**src/rtl/n64_line_phy.sv**
```systemverilog
// ----------------------------------------------------------------------------
// n64_line_phy
//
// Bit-level PHY for the N64 one-wire controller bus. It sits between the
// con_int register block and the bidirectional data_line pad. It sends a
// console command of up to 32 bits, MSB first, using pulse-width coding, and
// then the console stop bit. It then captures up to 32 controller response
// bits and checks the controller stop bit.
//
// Ports
//   PCLK      fabric clock
//   PRESERN   asynchronous active-low reset
//   start     one-cycle request, accepted only when idle
//   tx_data   command bits, right-justified
//   tx_bits   number of command bits to send (0..32, larger values saturate)
//   rx_bits   number of response bits to capture (0..32, larger saturate)
//   line_in   raw pad input (asynchronous to PCLK)
//   line_oe   1 = pull data_line low (pad is open-drain: data_line = oe ? 0 : Z)
//   busy      transaction in flight
//   done      one-cycle end-of-transaction pulse
//   rx_data   received bits, right-justified, first received bit is MSB
//   rx_count  response bits captured so far
//   rx_err    valid with done: timeout or missing controller stop bit
//
// State table
//   state       | meaning
//   ------------+------------------------------------------------------------
//   IDLE        | waiting for start
//   TX_LOW      | driving the low part of the current command bit
//   TX_HIGH     | releasing the line for the high part of the current bit
//   STOP_LOW    | console stop bit, low part
//   STOP_HIGH   | console stop bit, high part
//   RX_WAIT     | waiting for a controller falling edge (timeout armed)
//   RX_SAMPLE   | delaying from the detected edge to the bit sample point
//   RX_HIGH     | waiting for the controller to release the line
//   RX_STOP     | waiting for the controller stop bit (fall, then high)
//   DONE        | one-cycle completion, done pulse
// ----------------------------------------------------------------------------
module n64_line_phy #(
    parameter int CYC_PER_US = 100,
    parameter int TIMEOUT_US = 64
) (
    input  logic        PCLK,
    input  logic        PRESERN,
    input  logic        start,
    input  logic [31:0] tx_data,
    input  logic [5:0]  tx_bits,
    input  logic [5:0]  rx_bits,
    input  logic        line_in,
    output logic        line_oe,
    output logic        busy,
    output logic        done,
    output logic [31:0] rx_data,
    output logic [5:0]  rx_count,
    output logic        rx_err
);

    localparam int TO_CYC  = TIMEOUT_US * CYC_PER_US;
    localparam int MAX_CYC = (TO_CYC > 3 * CYC_PER_US) ? TO_CYC : 3 * CYC_PER_US;
    localparam int TW      = $clog2(MAX_CYC + 1);

    // Down-counter reload values: a phase of N cycles loads N-1 and ends
    // in the cycle where the counter reads zero.
    localparam logic [TW-1:0] T_1US = TW'(CYC_PER_US - 1);
    localparam logic [TW-1:0] T_2US = TW'(2 * CYC_PER_US - 1);
    localparam logic [TW-1:0] T_3US = TW'(3 * CYC_PER_US - 1);
    localparam logic [TW-1:0] T_TO  = TW'(TO_CYC - 1);
    localparam logic [TW-1:0] T_ONE = TW'(1);

    typedef enum logic [3:0] {
        S_IDLE,
        S_TX_LOW,
        S_TX_HIGH,
        S_STOP_LOW,
        S_STOP_HIGH,
        S_RX_WAIT,
        S_RX_SAMPLE,
        S_RX_HIGH,
        S_RX_STOP,
        S_DONE
    } state_t;

    state_t         state_q, state_d;
    logic [TW-1:0]  tmr_q, tmr_d;
    logic [4:0]     idx_q, idx_d;
    logic [31:0]    tx_data_q, tx_data_d;
    logic [5:0]     rx_bits_q, rx_bits_d;
    logic [31:0]    rx_data_q, rx_data_d;
    logic [5:0]     rx_count_q, rx_count_d;
    logic           rx_err_q, rx_err_d;
    logic           stop_fall_q, stop_fall_d;
    logic           line_oe_q, line_oe_d;
    logic           busy_q, busy_d;
    logic           done_q, done_d;
    logic           sync1_q, sync1_d;
    logic           sync2_q, sync2_d;
    logic           prev_q, prev_d;

    logic           line_fall;
    logic [5:0]     tx_n;
    logic [5:0]     rx_n;
    logic [4:0]     tx_first;
    logic           cur_bit;
    logic           nxt_bit;

    assign line_fall = prev_q & ~sync2_q;

    assign tx_n = (tx_bits > 6'd32) ? 6'd32 : tx_bits;
    assign rx_n = (rx_bits > 6'd32) ? 6'd32 : rx_bits;
    // Five-bit wrap gives 31 for a 32-bit command, which is the wanted MSB.
    assign tx_first = tx_n[4:0] - 5'd1;

    assign cur_bit = tx_data_q[idx_q];
    assign nxt_bit = tx_data_q[idx_q - 5'd1];

    always_comb begin
        state_d     = state_q;
        tmr_d       = tmr_q;
        idx_d       = idx_q;
        tx_data_d   = tx_data_q;
        rx_bits_d   = rx_bits_q;
        rx_data_d   = rx_data_q;
        rx_count_d  = rx_count_q;
        rx_err_d    = rx_err_q;
        stop_fall_d = stop_fall_q;

        sync1_d = line_in;
        sync2_d = sync1_q;
        prev_d  = sync2_q;

        case (state_q)
            S_IDLE: begin
                if (start) begin
                    tx_data_d   = tx_data;
                    idx_d       = tx_first;
                    rx_bits_d   = rx_n;
                    rx_data_d   = '0;
                    rx_count_d  = '0;
                    rx_err_d    = 1'b0;
                    stop_fall_d = 1'b0;
                    if (tx_n != 6'd0) begin
                        state_d = S_TX_LOW;
                        tmr_d   = tx_data[tx_first] ? T_1US : T_3US;
                    end else if (rx_n != 6'd0) begin
                        state_d = S_RX_WAIT;
                        tmr_d   = T_TO;
                    end else begin
                        state_d = S_DONE;
                    end
                end
            end

            S_TX_LOW: begin
                if (tmr_q == '0) begin
                    state_d = S_TX_HIGH;
                    tmr_d   = cur_bit ? T_3US : T_1US;
                end else begin
                    tmr_d = tmr_q - T_ONE;
                end
            end

            S_TX_HIGH: begin
                if (tmr_q == '0) begin
                    if (idx_q != 5'd0) begin
                        idx_d   = idx_q - 5'd1;
                        state_d = S_TX_LOW;
                        tmr_d   = nxt_bit ? T_1US : T_3US;
                    end else begin
                        state_d = S_STOP_LOW;
                        tmr_d   = T_1US;
                    end
                end else begin
                    tmr_d = tmr_q - T_ONE;
                end
            end

            S_STOP_LOW: begin
                if (tmr_q == '0) begin
                    state_d = S_STOP_HIGH;
                    tmr_d   = T_2US;
                end else begin
                    tmr_d = tmr_q - T_ONE;
                end
            end

            S_STOP_HIGH: begin
                if (tmr_q == '0) begin
                    if (rx_bits_q == 6'd0) begin
                        state_d = S_DONE;
                    end else begin
                        state_d = S_RX_WAIT;
                        tmr_d   = T_TO;
                    end
                end else begin
                    tmr_d = tmr_q - T_ONE;
                end
            end

            S_RX_WAIT: begin
                if (line_fall) begin
                    state_d = S_RX_SAMPLE;
                    tmr_d   = T_2US;
                end else if (tmr_q == '0) begin
                    rx_err_d = 1'b1;
                    state_d  = S_DONE;
                end else begin
                    tmr_d = tmr_q - T_ONE;
                end
            end

            S_RX_SAMPLE: begin
                // Sample point sits between the 1 us and 3 us low widths.
                if (tmr_q == '0) begin
                    rx_data_d  = {rx_data_q[30:0], sync2_q};
                    rx_count_d = rx_count_q + 6'd1;
                    state_d    = S_RX_HIGH;
                    tmr_d      = T_TO;
                end else begin
                    tmr_d = tmr_q - T_ONE;
                end
            end

            S_RX_HIGH: begin
                if (sync2_q) begin
                    tmr_d = T_TO;
                    if (rx_count_q < rx_bits_q) begin
                        state_d = S_RX_WAIT;
                    end else begin
                        state_d     = S_RX_STOP;
                        stop_fall_d = 1'b0;
                    end
                end else if (tmr_q == '0) begin
                    rx_err_d = 1'b1;
                    state_d  = S_DONE;
                end else begin
                    tmr_d = tmr_q - T_ONE;
                end
            end

            S_RX_STOP: begin
                // One timeout window covers both the fall and the release.
                if (stop_fall_q && sync2_q) begin
                    state_d = S_DONE;
                end else if (tmr_q == '0) begin
                    rx_err_d = 1'b1;
                    state_d  = S_DONE;
                end else begin
                    tmr_d = tmr_q - T_ONE;
                    if (line_fall) begin
                        stop_fall_d = 1'b1;
                    end
                end
            end

            S_DONE: begin
                state_d = S_IDLE;
            end

            default: begin
                state_d = S_IDLE;
            end
        endcase

        // Outputs are decoded from the next state so they are registered
        // and line up exactly with the state they belong to.
        line_oe_d = (state_d == S_TX_LOW) || (state_d == S_STOP_LOW);
        busy_d    = (state_d != S_IDLE) && (state_d != S_DONE);
        done_d    = (state_d == S_DONE);
    end

    always_ff @(posedge PCLK or negedge PRESERN) begin
        if (!PRESERN) begin
            state_q     <= S_IDLE;
            tmr_q       <= '0;
            idx_q       <= '0;
            tx_data_q   <= '0;
            rx_bits_q   <= '0;
            rx_data_q   <= '0;
            rx_count_q  <= '0;
            rx_err_q    <= 1'b0;
            stop_fall_q <= 1'b0;
            line_oe_q   <= 1'b0;
            busy_q      <= 1'b0;
            done_q      <= 1'b0;
            sync1_q     <= 1'b1;
            sync2_q     <= 1'b1;
            prev_q      <= 1'b1;
        end else begin
            state_q     <= state_d;
            tmr_q       <= tmr_d;
            idx_q       <= idx_d;
            tx_data_q   <= tx_data_d;
            rx_bits_q   <= rx_bits_d;
            rx_data_q   <= rx_data_d;
            rx_count_q  <= rx_count_d;
            rx_err_q    <= rx_err_d;
            stop_fall_q <= stop_fall_d;
            line_oe_q   <= line_oe_d;
            busy_q      <= busy_d;
            done_q      <= done_d;
            sync1_q     <= sync1_d;
            sync2_q     <= sync2_d;
            prev_q      <= prev_d;
        end
    end

    assign line_oe  = line_oe_q;
    assign busy     = busy_q;
    assign done     = done_q;
    assign rx_data  = rx_data_q;
    assign rx_count = rx_count_q;
    assign rx_err   = rx_err_q;

endmodule

```
**config.mk**
```make
export PLATFORM = sky130hd
export DESIGN_NAME = n64_line_phy
export DESIGN_NICKNAME = d
export VERILOG_FILES = /design/src/rtl/n64_line_phy.sv
export SDC_FILE = /design/constraint.sdc
export NUM_CORES = 1
export LEC_CHECK = 0
export ABC_AREA = 1
export CAP_MARGIN = 25
export CORE_MARGIN = 3
export CORE_UTILIZATION = 50
export DETAILED_ROUTE_END_ITERATION = 12
export PLACE_DENSITY = 0.77
export SYNTH_ARGS = -nofsm -noshare
export SYNTH_HDL_FRONTEND = slang
export SYNTH_SLANG_ARGS = --single-unit
```
**constraint.sdc**
```tcl
create_clock -name PCLK -period 1.93 [get_ports PCLK]
set_clock_uncertainty 0.05 [all_clocks]
set_input_delay 0.2895 -clock PCLK [delete_from_list [all_inputs] [get_ports PCLK]]
set_output_delay 0.2895 -clock PCLK [all_outputs]
set_load 0.02 [all_outputs]
```
==> impl_metrics.yaml <==
synth:
  yosys.area.top_type: "dfrtp_1"
  yosysUniqueCellTypes: 50
  netlist_area_mm2: 0.00641
  syn_nets: 921
  synthTopCellsByArea: "dfrtp_1 (40%), nand2_1 (11%), inv_1 (7.3%)"
  synth-seq-cells: 106
  syn_area_per_cell_um2: 7.44
  synth_top_area_share_pct: 40.2
  syn_inst: 862
  synth_seq_area_share_pct: 41.4
  ys_warn_count: 0
place:
  post-dp-hpwl_um: 14000
  gp_congestion: 0.965
  place_inst: 1175
  placed_area_mm2: 0.00811
  numPortBuffers: 89
setup_path:
  path_buf_inv: 2
  cp.required_ps: 2180
  start_kind: "flop"
  crit_chain: "inv_4, ha_4, clkinvlp_4, nand3_2, nand3_1, nand3_2, nand3_2, nand3_1, nand2_1, nand2_1, nand2_1, nand2_1, nand3_1, nand2_1"
  worst_path_dominant_cell_family: "simple AND/OR/NAND/NOR gates"
  critPathCaptureType: "flop"
  crit_slowest_cell: "dfrtp_1"
  critPathMaxFanout: 7
  cp_common_cell: "nand2_1"
  cp.arrival_ps: 2230
  cp_slowest_stage_delay_ps: 400
  crit_type: "reg2reg"
finish:
  regArea_mm2: 0.00266
  multi_input_area_mm2: 0.00337
  fin_util_pct: 72.6
  stdcell_count: 1203
  final_area_mm2: 0.00890
  nFillCells: 960
  final_nets: 1089
  drive_gt1_share_pct: 23.5
  n_antenna_cell: 0
  area_growth_pct: 38.9
floorplan:
  die_area_mm2: 0.0142
  row_count: 40
  core_mm2: 0.0123
  start_util_pct: 52.3
  ioPinCount: 90
  die_w_um: 119
  die_height_um: 119
flow_run:
  drv_cap: 0
cts:
  clock_latency_ps: 360
  clk_pin_slew_worst_paths_ps: 80
  numCtsBuffers: 9
  h-tree-depth: 3
  tritoncts: "built"
  cts_buffer_depth: 2
  root_buffer: "clkbuf_16"
  clock_sinks: 106
detailed_routing:
  wl_um: 19200
  vias: 6508
  wl_per_cell_um: 16.0
  antenna_left: 0
  avgViaCountPerCell: 5.41
  drt-initial-drc-count: 536
  post-route-drc-count: 0
  first_pass_iters: 6
grt:
  grt_max_degree: 42
  overflow: 0
  grt_pass1_vias: 6366
  track_usage_pct: 26.9
  grt_pass1_wl_um: 30900
  antenna_found_initial: 0
pwr:
  peakVddDrop_mv: 0.629
  leakagePower_nw: 4.27
  p_per_area_mw_per_mm2: 1280
  power_mw: 11.4
timing:
  setup_viol: 3
  worst_slack_ps: -52.7
  final-hold-violation-count: 0
  slew_headroom_pct: 74.4
  max_freq_mhz: 504
  period_minus_slack_ps: 1980
  period_share_pct: 103
  slew_violations: 0
  tightest_slew_ps: 385
  rsz0062_at_grt: "yes"
min_path:
  hold_class: "in2reg"
run_status:
  outcome: "complete, but fails checks"
  violations: "setup timing"
## synth_stat cells, drive strengths merged
cell type and instances:
o21a 1, nand3 96, a21boi 1, xnor2 3
o2bb2ai 1, inv 138, a31oi 2, a22oi 2
clkinv 2, nor4 2, nand3b 1, nand2 195
nand4 5, clkbuf 10, o31ai 6, o2111ai 2
o211ai 8, dfstp 3, nor2 53, dfrtp 103
buf 25, o41ai 1, a211oi 3, and3 1
xor2 10, o21ai 94, o22ai 24, a32oi 1
a32o 1, nor3b 3, nor3 9, a21oi 45
ha 11
## through the flow
step / setup TNS (ps) / hold WS [ps] / setup slack, ps
after CTS: -64.8 / 276 / -17.7
after detailed placement: -9170 / 169 / -446
final: -143 / 279 / -52.7
after floorplan: 0 / -56.1 / 15.8
after global routing: -1280 / 286 / -233
after global placement: -6870 / 174 / -369
## cells in the final DEF (no fill, tap or decap), types with 3 or more instances in the layout
cell,netlist,routed
buf_4,2,86
clkdlybuf4s50_1,0,87
clkbuf_16,0,10
ha_1,11,7
inv_1,125,112
dfstp_2,3,3
o21ai_1,7,14
ha_4,0,4
nor2_2,5,14
nand4_1,5,5
inv_8,0,3
nor2_1,45,31
nor2_4,2,7
o31ai_2,4,4
buf_12,0,7
nor3_1,8,7
o211ai_1,8,8
xor2_2,0,3
o22ai_1,24,23
xor2_1,10,7
buf_6,5,8
dfrtp_1,103,101
nand2_4,2,5
nand2_2,9,14
o21ai_0,87,80
a21oi_1,43,38
clkinvlp_4,0,3
a21oi_2,2,7
nand3_1,92,75
inv_2,11,19
inv_4,2,4
nand3_2,4,19
nand2_1,184,176
## path summary, 6_finish.rpt
check	from	end	slack [ps]	depth (start not counted)
max in group asynchronous	PRESERN	prev_q	880	3
min reg2reg	sync1_q	prev_d	310	0
min	line_in	sync1_q	280	1
max reg2reg	idx_q[0]	tmr_q[8]	-50	14
min in group asynchronous	PRESERN	tx_data_q[11]	330	2
max	idx_q[0]	tmr_q[8]	-50	14
## metal layers
layer / vias to the layer above / GRT usage (%) / wire length, µm
met2: 256 / 41.8 / 9040
li1: 3166 / - / -
met5: - / 0 / 0
met4: 0 / 8.69 / 370
met3: 33 / 5.94 / 1430
met1: 3053 / 37.5 / 8390
## state kept, by name (all words and copies together) (netlist names), 4 cells and up
| name | flops |
|---|---|
| tx_data_q | 32 |
| tmr_q | 13 |
| state_q | 4 |
| rx_data | 32 |
| idx_q | 5 |
| rx_count | 6 |
| rx_bits_q | 6 |
## final cells by class
type,count,share of cell area [%]
multi-input cells,581,37.8
repair inverters,1,0.0843
clock buffers,9,2.53
repair buffers,191,20.1
inverters,140,6.24
clock inverters,7,0.941
flip-flops and latches,106,29.9
well taps,168,2.36
## report_power, final
part	total (mW)	switching, mW	internal (mW)	leakage [nW]
Sequential	3.36	0.438	2.92	1.36
Clock	1.94	0.904	1.03	0.154
Combinational	6.11	3.60	2.51	2.75
Total	11.4	4.94	6.46	4.27
## repair_timing
item,4_1_cts,5_1_grt
resized for setup,20,83
pin swaps,1,21
setup buffers,1,8
cloned,0,2
setup endpoints to repair,48,62
hold endpoints to repair,21,0
hold buffers,1,0
## logic make-up (layout without fill, tap and decap cells)
family                   after synthesis  after routing  synth area share, %
AO/OA/AOI/OAI                        192            192                 17.3
XOR/XNOR                              13             13                 1.78
adder cells (fa/ha/maj)               11             11                 2.15
buffers and inverters                175            348                 11.4
flip-flops                           106            106                 41.4
AND/OR/NAND/NOR                      365            365                 25.9
Note: power is estimated with default switching activity, not from simulation.
